==> config.mk <==
export PLATFORM = sky130hd
export DESIGN_NAME = alsu_driver
export DESIGN_NICKNAME = d
export VERILOG_FILES = /design/src/rtl/alsu_driver.sv
export SDC_FILE = /design/constraint.sdc
export NUM_CORES = 1
export LEC_CHECK = 0
export ABC_AREA = 0
export CAP_MARGIN = 20
export CORE_MARGIN = 2
export CORE_UTILIZATION = 43
export DETAILED_ROUTE_END_ITERATION = 10
export GPL_TIMING_DRIVEN = 0
export HOLD_SLACK_MARGIN = 0.15
export PLACE_DENSITY_LB_ADDON = 0.25
export SKIP_LAST_GASP = 1
export SLEW_MARGIN = 30
export SYNTH_ARGS = -nofsm -noshare
export SYNTH_HDL_FRONTEND = slang
export SYNTH_SLANG_ARGS = --single-unit
==> constraint.sdc <==
create_clock -name clk -period 2.5 [get_ports clk]
set_input_delay 0.25 -clock clk [delete_from_list [all_inputs] [get_ports clk]]
set_output_delay 0.25 -clock clk [all_outputs]
set_load 0.1 [all_outputs]
==> src/rtl/alsu_driver.sv <==
// rtl/alsu_driver.sv - command/response front end for a two-stage registered ALSU
//
// Purpose:
//   Accepts commands through a valid/ready handshake and loads each one into
//   registered ALSU pins. An idle cycle drives a NOP (bypass_A with A=0). A
//   three-stage valid/invalid tracker follows each command through the ALSU's
//   input and output registers. The ALSU result is then captured into a
//   response FIFO, which is drained through a second valid/ready handshake.
//   Credits (FIFO fill plus commands in flight) gate req_ready, so the FIFO
//   cannot overflow.
//
// Ports:
//   clk, rst                   clock, asynchronous active-low reset
//   req_valid / req_ready      command handshake (req_ready is combinational)
//   req_opcode, req_a, req_b   command opcode and signed operands
//   req_cin .. req_bypass_b    command control bits
//   alsu_opcode .. alsu_bypass_B  registered ALSU pins
//   alsu_out, alsu_leds        ALSU result and LED outputs
//   rsp_valid / rsp_ready      response handshake
//   rsp_out, rsp_invalid       FIFO head: captured result, invalid-command flag
//   proto_err                  sticky protocol/consistency error

module alsu_driver #(
    parameter int DEPTH = 4
) (
    input  logic        clk,
    input  logic        rst,
    input  logic        req_valid,
    output logic        req_ready,
    input  logic [2:0]  req_opcode,
    input  logic [2:0]  req_a,
    input  logic [2:0]  req_b,
    input  logic        req_cin,
    input  logic        req_serial_in,
    input  logic        req_direction,
    input  logic        req_red_op_a,
    input  logic        req_red_op_b,
    input  logic        req_bypass_a,
    input  logic        req_bypass_b,
    output logic [2:0]  alsu_opcode,
    output logic [2:0]  alsu_a,
    output logic [2:0]  alsu_b,
    output logic        alsu_cin,
    output logic        alsu_serial_in,
    output logic        alsu_direction,
    output logic        alsu_red_op_A,
    output logic        alsu_red_op_B,
    output logic        alsu_bypass_A,
    output logic        alsu_bypass_B,
    input  logic [5:0]  alsu_out,
    input  logic [15:0] alsu_leds,
    output logic        rsp_valid,
    input  logic        rsp_ready,
    output logic [5:0]  rsp_out,
    output logic        rsp_invalid,
    output logic        proto_err
);

    // Count must hold DEPTH (up to 16) plus three in-flight commands.
    localparam int CW = 5;
    localparam int PW = (DEPTH > 1) ? $clog2(DEPTH) : 1;

    // Pin vector layout:
    // {opcode, a, b, cin, serial_in, direction, red_op_A, red_op_B, bypass_A, bypass_B}
    localparam logic [15:0] PINS_NOP = 16'h0002;

    logic [15:0]   req_pins;
    logic [15:0]   pins_d, pins_q;
    logic          req_fire;
    logic          req_inv;

    logic          v0_d, v0_q;
    logic          v1_d, v1_q;
    logic          v2_d, v2_q;
    logic          inv0_d, inv0_q;
    logic          inv1_d, inv1_q;
    logic          inv2_d, inv2_q;

    logic [CW-1:0] count_d, count_q;
    logic [PW-1:0] wr_ptr_d, wr_ptr_q;
    logic [PW-1:0] rd_ptr_d, rd_ptr_q;
    logic          err_d, err_q;

    logic [CW-1:0] occupancy;
    logic          push;
    logic          pop;
    logic          full;
    logic          wr_en;
    logic [6:0]    rd_data;
    logic [6:0]    mem_q [DEPTH];

    function automatic logic [PW-1:0] ptr_inc(input logic [PW-1:0] p);
        return (p == PW'(DEPTH - 1)) ? '0 : p + PW'(1);
    endfunction

    assign req_pins = {req_opcode, req_a, req_b, req_cin, req_serial_in,
                       req_direction, req_red_op_a, req_red_op_b,
                       req_bypass_a, req_bypass_b};

    assign {alsu_opcode, alsu_a, alsu_b, alsu_cin, alsu_serial_in,
            alsu_direction, alsu_red_op_A, alsu_red_op_B,
            alsu_bypass_A, alsu_bypass_B} = pins_q;

    // Reduction on a non-logic opcode, or opcodes 6/7, are rejected by the ALSU.
    assign req_inv = ((req_red_op_a | req_red_op_b) & (req_opcode[1] | req_opcode[2]))
                   | (req_opcode[2] & req_opcode[1]);

    // Every accepted command holds a credit until its response is popped.
    assign occupancy = count_q + CW'(v0_q) + CW'(v1_q) + CW'(v2_q);
    assign req_ready = occupancy < CW'(DEPTH);
    assign req_fire  = req_valid & req_ready;

    assign rsp_valid   = (count_q != '0);
    assign rd_data     = mem_q[rd_ptr_q];
    assign rsp_out     = rsp_valid ? rd_data[6:1] : 6'h00;
    assign rsp_invalid = rsp_valid & rd_data[0];
    assign proto_err   = err_q;

    always_comb begin
        pins_d   = req_fire ? req_pins : PINS_NOP;

        // Stage 0: pins loaded; stage 1: ALSU input regs; stage 2: alsu_out valid.
        v0_d     = req_fire;
        v1_d     = v0_q;
        v2_d     = v1_q;
        inv0_d   = req_fire & req_inv;
        inv1_d   = inv0_q;
        inv2_d   = inv1_q;

        push     = v2_q;
        pop      = rsp_valid & rsp_ready;
        full     = (count_q == CW'(DEPTH));
        // When full, a simultaneous pop frees the slot the write lands in.
        wr_en    = push & (~full | pop);

        count_d  = count_q;
        wr_ptr_d = wr_ptr_q;
        rd_ptr_d = rd_ptr_q;

        if (wr_en) begin
            wr_ptr_d = ptr_inc(wr_ptr_q);
        end
        if (pop) begin
            rd_ptr_d = ptr_inc(rd_ptr_q);
        end
        case ({wr_en, pop})
            2'b10:   count_d = count_q + CW'(1);
            2'b01:   count_d = count_q - CW'(1);
            default: count_d = count_q;
        endcase

        err_d = err_q;
        if (push) begin
            // An invalid command must yield zero; a valid one must leave LEDs dark.
            if (inv2_q && (alsu_out != 6'h00)) begin
                err_d = 1'b1;
            end
            if (!inv2_q && (alsu_leds != 16'h0000)) begin
                err_d = 1'b1;
            end
            if (full && !pop) begin
                err_d = 1'b1;
            end
        end
    end

    always_ff @(posedge clk or negedge rst) begin
        if (!rst) begin
            pins_q   <= PINS_NOP;
            v0_q     <= 1'b0;
            v1_q     <= 1'b0;
            v2_q     <= 1'b0;
            inv0_q   <= 1'b0;
            inv1_q   <= 1'b0;
            inv2_q   <= 1'b0;
            count_q  <= '0;
            wr_ptr_q <= '0;
            rd_ptr_q <= '0;
            err_q    <= 1'b0;
        end else begin
            pins_q   <= pins_d;
            v0_q     <= v0_d;
            v1_q     <= v1_d;
            v2_q     <= v2_d;
            inv0_q   <= inv0_d;
            inv1_q   <= inv1_d;
            inv2_q   <= inv2_d;
            count_q  <= count_d;
            wr_ptr_q <= wr_ptr_d;
            rd_ptr_q <= rd_ptr_d;
            err_q    <= err_d;
        end
    end

    // Storage needs no reset: entries are only visible while count_q covers them.
    always_ff @(posedge clk) begin
        if (wr_en) begin
            mem_q[wr_ptr_q] <= {alsu_out, inv2_q};
        end
    end

endmodule

==> impl_metrics.ini <==
[outcome]
status = finished clean

[clock_tree]
htreeDepth = 3
cts_buffers = 9
cts_tree = done
clock_latency_ns = 0.34
cts-root-buf = clkbuf_8
cts_sinks = 60
cts_buffer_depth = 2
clk_pin_slew_ns = 0.07

[placed_design]
hpwl_mm = 3.37
place_congestion = 0.733
io_buffers = 67

[setup_path]
path_class = flip-flop to flip-flop
cp_cell_sequence = or3_4 -> or3_4 -> and2_4 -> ha_4 -> fa_2 -> a21oi_4 -> o21ai_0 -> nand4b_1 -> o311ai_1
critPathSlowestCell = dfrtp_1
setup.worst_path.start_class = flip-flop
end_kind = flip-flop
crit_fanout = 7
crit_top_cell = or3_4
arrival_ns = 2.70
required_ns = 2.72
max_stage_delay_ns = 0.40

[global_routing]
use_met1_pct = 16.8
grt_pass1_wl_mm = 7.85
grt_usage_pct = 16.8
use_met2_pct = 28.5
grt_max_degree = 33
grt_most_used_layer = met2
grtUsageMet3_pct = 8.67
antenna_found_initial = 0
grt-ovfl-total = 0
grt_pass1_vias = 1710

[floorplan]
die-area_um2 = 6560
boundaryPins = 68
initial_core_util_pct = 43.8
die_w_um = 81.0
num_rows = 28
core_um2 = 5820
fp.dieH_um = 81.0

[timing]
fin_tns_setup_ns = 0
setup_violations = 0
maxSlewHeadroom_pct = 33.2
slew_viol_final = 0
hold_viol_final = 0
rsz0062_at_grt = true
period_share_pct = 99.5
worst_pin_slew_ns = 0.999
max_freq_mhz = 402
layout_min_cycle_time_ns = 2.49
skew_ns = 0.0105

[finish]
antennaDiodeCount = 0
seqCellArea_um2 = 1650
syn_to_final_growth_pct = 44.8
drive_gt1_share_pct = 29.4
mostFrequentLayoutCells = clkdlybuf4s50_1 (57), dfrtp_1 (29), edfxtp_1 (28), and3_1 (19), buf_4 (14)
fillCellCount = 466
fin_nets = 314
multiInputGateArea_um2 = 940
final_common_cell = clkdlybuf4s50_1

[synthesis]
netlist_instances = 168
synth_cell_types = 39
yosysSeqAreaShare_pct = 64.5
syn_area_per_cell_um2 = 15.2
syn_area_um2 = 2550
ys_warn_count = 0
ys_seq_elements = 60
syn_nets = 222

[min_path]
hold_class = flip-flop to flip-flop

[route]
drtAntennaViolNets = 0
wl_per_cell_um = 14.7
drt_wl_total_mm = 5.01
drt_pass1_iterations = 4
drt-initial-drc-count = 62
remaining_drc_errors = 0
vias_per_cell = 5.02
via_count = 1707

[power]
max-vdd-ir-drop_uv = 1080
p_leak_nw = 1.52
finalPower_mw = 4.92
power_density_nw_per_um2 = 1330

[run]
maxCapViolations = 0
what timing repair did:
item	CTS	global route
setup buffers	10	4
hold buffers	1	0
pin swaps	5	3
gates resized for setup	38	21
setup endpoints to repair	12	12
endpoints found under the hold margin	31	0
metrics by stage:
stage / cell area [µm²] / cells / util [%] / setup slack (ns) / hold slack [ns]
global route: 3690 / 340 / 63.4 / -0.0688 / 0.369
detailed placement: 3340 / 310 / 57.5 / -0.999 / 0.337
floorplan: 2580 / 168 / - / -0.0673 / -0.0456
CTS: 3650 / 336 / 62.8 / -0.0758 / 0.355
finish: 3690 / 340 / 63.4 / 0.0131 / 0.351
global placement: 3350 / 310 / 57.6 / -1.00 / 0.333
path summary, 6_finish.rpt:
| path | cells after the start | end | startpoint | slack [ns] |
|---|---|---|---|---|
| max | 9 | count_q[4]$_DFFE_PN0P_ | count_q[3]$_DFFE_PN0P_ | 0.01 |
| min | 0 | inv1_q$_DFF_PN0_ | inv0_q$_DFF_PN0_ | 0.35 |
| max reg2reg | 9 | count_q[4]$_DFFE_PN0P_ | count_q[3]$_DFFE_PN0P_ | 0.01 |
| min reg2reg | 0 | inv1_q$_DFF_PN0_ | inv0_q$_DFF_PN0_ | 0.35 |
| max in group asynchronous | 2 | count_q[2]$_DFFE_PN0P_ | rst | 1.52 |
| min in group asynchronous | 2 | count_q[3]$_DFFE_PN0P_ | rst | 0.49 |
kinds of logic (layout without fill, tap and decap cells):
family	Yosys count	after routing	share of synthesized area [%]
AND/OR/NAND/NOR	53	53	13.1
adder cells (fa/ha/maj)	12	12	6.48
flip-flops	60	60	64.5
AO/OA/AOI/OAI	14	14	3.54
multiplexers	13	13	9.09
buffers and inverters	13	110	2.26
XOR/XNOR	3	3	1.03
power breakdown:
part	switching [mW]	leakage [nW]	internal [mW]
Clock	0.397	0.0918	0.462
Combinational	1.71	0.760	0.967
Sequential	0.133	0.666	1.25
Total	2.24	1.52	2.68
state kept, by name, indices dropped and copies added, names as in the netlist:
signal,count
push,1
proto_err,1
inv1_q,1
inv2_q,1
rd_ptr_q,2
pins_q,16
wr_ptr_q,2
v1_q,1
count_q,5
inv0_q,1
v0_q,1
mem_q,28
layer usage:
metal	routed length (µm)	up-vias
li1	-	816
met1	1830	823
met2	2590	60
met3	497	8
met4	93	0
met5	0	-
cells in the mapped netlist:
master	n	share of area, %
mux2_2	3	1.3
a21oi_1	2	0.39
buf_6	1	0.44
nor2_1	3	0.44
buf_2	1	0.20
nand2_1	3	0.44
or3_1	3	0.74
and2_4	1	0.34
a21boi_0	1	0.29
xnor2_1	3	1.0
nand3b_1	1	0.29
nand2b_1	2	0.49
and2_2	7	2.1
nor4_1	6	1.5
nand4b_1	1	0.34
mux4_2	7	6.2
inv_1	7	1.0
nor3b_1	1	0.29
o311ai_0	1	0.34
o21ai_0	5	0.98
dfrtp_1	31	30
mux2_4	2	1.2
and2_1	2	0.49
ha_1	10	4.9
edfxtp_1	28	33
or4b_2	1	0.39
o41ai_1	1	0.34
o221ai_1	1	0.34
nand3_1	1	0.20
o31ai_1	1	0.29
nand4_1	1	0.25
mux2i_1	1	0.39
a21o_1	1	0.29
fa_1	2	1.6
and3_1	19	4.7
nor3_1	1	0.20
dfstp_2	1	1.0
a31oi_1	1	0.25
clkbuf_1	4	0.59
final cells by class:
type	count	area share [%]
sequential	60	44.6
multi-input combinational	95	25.5
timing repair buffer	82	20.4
clock buffer	9	3.36
tap	75	2.54
clock inverter	7	2.03
buffer	5	0.848
inverter	7	0.712
worst max-delay path, delay by kind of cell (launching register included):
kind                     cells  cell delay (ns)
AND/OR/NAND/NOR              4             1.02
adder cells (fa/ha/maj)      2             0.57
flip-flops                   1             0.40
AO/OA/AOI/OAI                3             0.37
Power figures use the tool's default switching activity.
